$ cat src/rtl/serial_subtractor.sv
// Bit-serial LSB-first subtractor: d = a - b - bi over WIDTH cycles using one
// full-subtractor cell, with valid/ready handshakes on operands and result.
module serial_subtractor #(
  parameter int WIDTH = 8
) (
  input  logic             clk,
  input  logic             rst_n,
  input  logic             in_valid,
  output logic             in_ready,
  input  logic [WIDTH-1:0] a,
  input  logic [WIDTH-1:0] b,
  input  logic             bi,
  output logic             out_valid,
  input  logic             out_ready,
  output logic [WIDTH-1:0] d,
  output logic             bo
);

  localparam int CW = $clog2(WIDTH + 1);
  localparam logic [CW-1:0] LAST = CW'(WIDTH - 1);

  typedef enum logic [1:0] {
    IDLE  = 2'd0,
    SHIFT = 2'd1,
    DONE  = 2'd2
  } state_t;

  state_t           state;
  logic [WIDTH-1:0] sa;
  logic [WIDTH-1:0] sb;
  logic             br;
  logic [CW-1:0]    cnt;

  logic             diff_bit;
  logic             borrow_next;
  logic [WIDTH-1:0] d_next;

  // One full-subtractor cell; the new bit enters d at the MSB so that after
  // WIDTH shifts the LSB-first results sit in their natural positions.
  always_comb begin
    diff_bit    = sa[0] ^ sb[0] ^ br;
    borrow_next = (~sa[0] & sb[0]) | (~sa[0] & br) | (sb[0] & br);
    d_next      = WIDTH'({diff_bit, d} >> 1);
  end

  always_ff @(posedge clk) begin
    if (!rst_n) begin
      state <= IDLE;
      sa    <= '0;
      sb    <= '0;
      br    <= 1'b0;
      cnt   <= '0;
      d     <= '0;
      bo    <= 1'b0;
    end else begin
      case (state)
        IDLE: begin
          if (in_valid) begin
            sa    <= a;
            sb    <= b;
            br    <= bi;
            cnt   <= '0;
            state <= SHIFT;
          end
        end
        SHIFT: begin
          d   <= d_next;
          br  <= borrow_next;
          sa  <= sa >> 1;
          sb  <= sb >> 1;
          cnt <= cnt + CW'(1);
          if (cnt == LAST) begin
            bo    <= borrow_next;
            state <= DONE;
          end
        end
        DONE: begin
          if (out_ready) begin
            state <= IDLE;
          end
        end
        default: state <= IDLE;
      endcase
    end
  end

  // Handshake outputs come straight from the state register, so there is no
  // combinational path from in_valid or out_ready.
  assign in_ready  = (state == IDLE);
  assign out_valid = (state == DONE);

endmodule
$ cat config.mk
export PLATFORM = sky130hd
export DESIGN_NAME = serial_subtractor
export DESIGN_NICKNAME = d
export VERILOG_FILES = /design/src/rtl/serial_subtractor.sv
export SDC_FILE = /design/constraint.sdc
export NUM_CORES = 1
export LEC_CHECK = 0
export ABC_AREA = 1
export CAP_MARGIN = 10
export CORE_ASPECT_RATIO = 2
export CORE_MARGIN = 2
export CORE_UTILIZATION = 35
export CTS_BUF_LIST = sky130_fd_sc_hd__clkbuf_8
export DETAILED_ROUTE_END_ITERATION = 8
export PLACE_DENSITY_LB_ADDON = 0.3
export SETUP_SLACK_MARGIN = 0.15
export SYNTH_ARGS = -nofsm -noshare
export SYNTH_HDL_FRONTEND = slang
export SYNTH_SLANG_ARGS = --single-unit
$ cat constraint.sdc
create_clock -name clk -period 2.7 [get_ports clk]
set_input_delay 0.54 -clock clk [delete_from_list [all_inputs] [get_ports clk]]
set_output_delay 0.54 -clock clk [all_outputs]
set_load 0.03 [all_outputs]
==> key figures, run 1 <==
GRT
  • First-pass GRT wire length: 5550 µm
  • Initial antenna violation count: 0
  • Largest net degree at the start of global routing: 32
  • GRT Total Usage: 0.157
  • Vias in the first global route: 1262
  • GRT overflow: 0

Worst setup path
  • Slowest CP cell: clkdlybuf4s50_1
  • Worst path arrival time: 1.67 ns
  • Critical path's largest stage delay: 0.70 ns
  • Crit. End Element: output port
  • CP Max Fanout: 4
  • CP bufs+invs: 2
  • CP Cell Sequence: inv_2, nor2_1, clkdlybuf4s50_1
  • Required @ worst endpoint: 2.16 ns
  • Worst setup path class: flip-flop to output port
  • Top Family by Delay on Critical Path: buffers and inverters
  • Startpoint types: flip-flop

Final layout
  • Final core occ: 0.466
  • ANT cells: 0
  • Filler Cell Count: 482
  • Fin nets: 271
  • Area growth syn-to-layout: 28.7%
  • Share of layout cells above drive strength 1: 0.0602

Route
  • DRC errors left: 0
  • Final WL: 3420 µm
  • Via count: 1390
  • TritonRoute pass-1 iters: 4
  • Drt via density: 4.62
  • DRT iter0 DRCs: 38
  • Wirelength per Cell: 11.3 µm
  • Final ANT Viol Nets: 0

Clock network
  • Bufs on Longest Clock Path: 2
  • Clock-pin slew of the registers on the worst-case setup and hold paths: 0.06 ns
  • Clock Latency Late Sink: 0.28 ns
  • Hold Buf Count CTS: 0
  • CTS tree: done
  • Clock sinks: 32
  • CTS buffer count: 5
  • # resized after CTS: 0
  • Root Buffer: clkbuf_8
  • H-tree depth: 2
  • # Post-CTS Setup Buffers: 0

STA
  • Worst slew margin: 0.546
  • Hold slack final: 0.469 ns
  • Clock Skew: 0.00212 ns
  • Max Slew Vio Count: 0
  • Final Hold Vio Count: 0
  • Setup TNS Final: 0 ns
  • Tcrit/Tclk final: 0.818
  • # setup viols final: 0
  • Tmin final: 2.21 ns
  • Unrepaired setup endpoints after global routing: false
  • Worst slew pin tran: 0.679 ns
  • Maximum clock rate: 453 MHz

Pwr
  • Pwr/cell area: 574 nW/µm²
  • Final Power: 1.08 mW
  • Peak supply drop: 0.347 mV
  • Leak: 0.812 nW

Floorplan
  • Initial Util: 0.362
  • CORE AREA: 4050 µm²
  • Boundary Pins: 32
  • Die ar.: 4760 µm²
  • Row count: 33
  • Die Width: 49.8 µm
  • Die Y: 95.5 µm

Status
  • Status: complete, no violations

Yosys
  • Register area share after synthesis: 0.437
  • Yosys reg bits: 32
  • Post-synthesis net count: 240
  • Post-synth cell types: 19
  • Synth warn: 0
  • Synthesized area: 1470 µm²
  • Cell count after synthesis: 217
  • Mean Syn Cell Area: 6.76 µm²

Placed design
  • Port Buffers: 31
  • Gpl congestion: 0.786
  • Post-DP HPWL: 2440 µm

Min path
  • Hold Crit Class: flip-flop to flip-flop

Run
  • Max-cap viol count: 0
## worst reg2reg max path, cell delays in order, from the launching register on
cell     delay, ns
dfxtp_1       0.41
inv_1         0.10
nor2_4        0.53
nand2_1       0.17
nand2_1       0.10
nand2_1       0.05
nor2_1        0.09
## cells in the mapped netlist (all sizes together)
cell	count	area, µm²
ha	1	12.5
o21ai	12	60.1
clkbuf	2	7.51
inv	21	78.8
nor2	57	224
dfxtp	32	641
nand3	22	110
buf	8	60.1
nand2	51	204
fa	1	20.0
clkinv	1	3.75
a21oi	9	45.0
## path summary, 6_finish.rpt
kind,start,endpoint,slack [ns],cells past startpoint
worst max-delay path,state[1],out_valid,0.49,3
worst min register to register,sb[7],sb[7],0.47,2
worst min-delay path,sb[7],sb[7],0.47,2
worst max register to register,state[0],cnt[3],1.20,6
## cell type report
cell class                      count  area, µm²  area share
Inverter                           22       82.6      0.0438
Multi-Input combinational cell    153        676       0.358
Timing Repair Buffer               34        333       0.176
Clock inverter                      2       7.51     0.00398
Tap cell                           52       65.1      0.0345
Clock buffer                        6       82.6      0.0438
Sequential cell                    32        641       0.340
## cells by family after synthesis
logic type               Yosys count  share of synthesized area
AO/OA/AOI/OAI                     21                     0.0717
adder cells (fa/ha/maj)            2                     0.0222
AND/OR/NAND/NOR                  130                      0.367
buffers and inverters             32                      0.102
flip-flops                        32                      0.437
## where the power goes
part	total, mW	switching [mW]	internal, mW
clock network	0.367	0.167	0.200
registers	0.522	0.0192	0.503
logic	0.194	0.110	0.0837
## sequential cells by signal (all words and copies together) (netlist names)
register	count
state	2
cnt	4
br	1
sb	8
bo	1
sa	8
d	8
## metrics by stage
step | instances | setup slack, ns | cell area [µm²]
2_1_floorplan | 217 | 1.24 | 1470
3_3_place_gp | 293 | 0.749 | 1800
3_5_place_dp | 293 | 0.710 | 1800
4_1_cts | 301 | 0.470 | 1890
5_1_grt | 301 | 0.429 | 1890
6_report | 301 | 0.491 | 1890
## cell usage in the layout (no fill, tap or decap)
master and n:
a21oi_1 9, buf_4 3, clkbuf_8 6, clkdlybuf4s50_1 31
clkinv_1 1, dfxtp_1 32, fa_1 1, ha_1 1
inv_1 22, inv_2 1, nand2_1 48, nand2_2 2
nand2_4 1, nand3_1 22, nor2_1 55, nor2_2 1
nor2_4 1, o21ai_0 12
## metal layers
layer / GRT usage / part of all wire / vias to the layer above
li1: - / - / 728
met1: 0.149 / 0.37 / 619
met2: 0.301 / 0.57 / 37
met3: 0.0345 / 0.037 / 6
met4: 0.0856 / 0.022 / 0
met5: 0 / 0 / -
Note: power is estimated with default switching activity, not from simulation.
==> run 2, diff against run 1 <==
==> constraint.sdc (replaced) <==
create_clock -name clk -period 1.87 [get_ports clk]
set_input_delay 0.374 -clock clk [delete_from_list [all_inputs] [get_ports clk]]
set_output_delay 0.374 -clock clk [all_outputs]
set_load 0.03 [all_outputs]
==> key figures, run 2 (same netlist as run 1, synthesis figures left out) <==
Worst setup path
  • Critical path's largest stage delay: 0.67 ns
  • Startpoint types: flip-flop
  • Top Family by Delay on Critical Path: buffers and inverters
  • Required @ worst endpoint: 1.50 ns
  • CP Cell Sequence: clkdlybuf4s50_1
  • Worst path arrival time: 1.30 ns
  • Worst setup path class: flip-flop to output port
  • CP Max Fanout: 3
  • CP bufs+invs: 1
  • Crit. End Element: output port
  • Slowest CP cell: clkdlybuf4s50_1
  • Reg-to-reg slack, setup: 0.56 ns

Placed design
  • Post-DP HPWL: 2450 µm
  • Port Buffers: 31
  • DP Area: 1840 µm²
  • Gpl congestion: 0.756

STA
  • Maximum clock rate: 598 MHz
  • Final Hold Vio Count: 0
  • Worst slew margin: 0.762
  • Setup TNS Final: 0 ns
  • Tcrit/Tclk final: 0.894
  • Max Slew Vio Count: 0
  • Tmin final: 1.67 ns
  • Clock Skew: 0.00591 ns
  • Unrepaired setup endpoints after global routing: false
  • Worst slew pin tran: 0.357 ns
  • # setup viols final: 0
  • Hold slack final: 0.460 ns

Final layout
  • Share of layout cells above drive strength 1: 0.0941
  • Final core occ: 0.484
  • Leading cell type in the layout, fill and taps excluded: nor2_1
  • Filler Cell Count: 457
  • Largest registers: d (8), sa (8), sb (8)
  • Final instance area: 1960 µm²
  • ANT cells: 0
  • Fin nets: 277
  • Area growth syn-to-layout: 33.4%
  • Commonest cells after routing, fill and taps aside: 55 x nor2_1, 48 x nand2_1, 32 x dfxtp_1, 23 x clkdlybuf4s50_1, 22 x nand3_1

Route
  • Drt via density: 4.53
  • DRC errors left: 0
  • Final ANT Viol Nets: 0
  • Final WL: 3350 µm
  • Via count: 1390
  • TritonRoute pass-1 iters: 4
  • DRT iter0 DRCs: 16
  • Wirelength per Cell: 10.9 µm

GRT
  • GRT overflow: 0
  • Initial antenna violation count: 0
  • Grt met3 use: 0.0345
  • Vias in the first global route: 1234
  • First-pass GRT wire length: 5460 µm
  • GRT met1 Usage: 0.162
  • Grt peak-use layer: met2
  • Largest net degree at the start of global routing: 29
  • GRT Total Usage: 0.155
  • M2 GR Usage: 0.272

Clock network
  • CTS tree: done
  • Clock sinks: 32
  • Clock-pin slew of the registers on the worst-case setup and hold paths: 0.06 ns
  • # Post-CTS Setup Buffers: 0
  • CTS buffer count: 5
  • Root Buffer: clkbuf_8
  • Bufs on Longest Clock Path: 2
  • Clock Latency Late Sink: 0.29 ns
  • Hold Buf Count CTS: 0
  • H-tree depth: 2

Pwr
  • Peak supply drop: 0.689 mV
  • Leak: 0.943 nW
  • Pwr/cell area: 861 nW/µm²
  • Final Power: 1.69 mW

Floorplan
  • CORE AREA: 4050 µm²
  • Boundary Pins: 32
  • Die ar.: 4760 µm²
  • Row count: 33
  • Die Width: 49.8 µm
  • Die Y: 95.5 µm
  • Initial Util: 0.362

Run
  • Max-cap viol count: 0

Min path
  • Hold Crit Class: flip-flop to flip-flop

Status
  • Status: complete, no violations
[run 2: changes by cell type in the layout (fill, tap and decap cells not counted)]
cell	delta
clkbuf_2	+1
clkdlybuf4s50_1	-8
bufinv_16	+1
dlymetal6s2s_1	+6
buf_4	+7
clkbuf_8	-1
clkinv_2	+1
inv_1	-1
[run 2: area by class of cell]
class / count / area, µm² / share of cell area
multi-input cells: 153 / 676 / 0.345
flip-flops and latches: 32 / 641 / 0.327
repair buffers: 40 / 385 / 0.197
inverters: 22 / 82.6 / 0.0422
clock buffers: 5 / 68.8 / 0.0352
well taps: 52 / 65.1 / 0.0332
clock inverters: 3 / 38.8 / 0.0198
[run 2: per-layer routing]
metal  part of all wire  routed length [µm]  vias up
met2               0.54                1800       30
met1               0.39                1320      613
met5                  0                   0        -
met4              0.029                  98        0
met3              0.038                 128        6
li1                   -                   -      741
[run 2: what timing repair did]
action                                  CTS  global route
hold endpoints to repair                  0             0
gates cloned                              0             0
gates resized for setup                   2             7
endpoints found under the setup margin    1             7
[run 2: path summary, 6_finish.rpt]
check,start,to,cells after the start
max,d[1],d[1],1
min,bo,bo,2
max reg2reg,state[0],cnt[3],6
min reg2reg,bo,bo,2
[run 2: where the power goes]
group / internal, mW / switching (mW)
sequential: 0.726 / 0.0265
clock: 0.390 / 0.256
combinational: 0.128 / 0.159
total: 1.24 / 0.442
[run 2: stage by stage]
stage	worst slack [ns]	std cells
floorplan	0.572	217
global placement	0.185	299
detailed placement	0.172	299
CTS	0.156	307
global route	0.152	307
finish	0.199	307
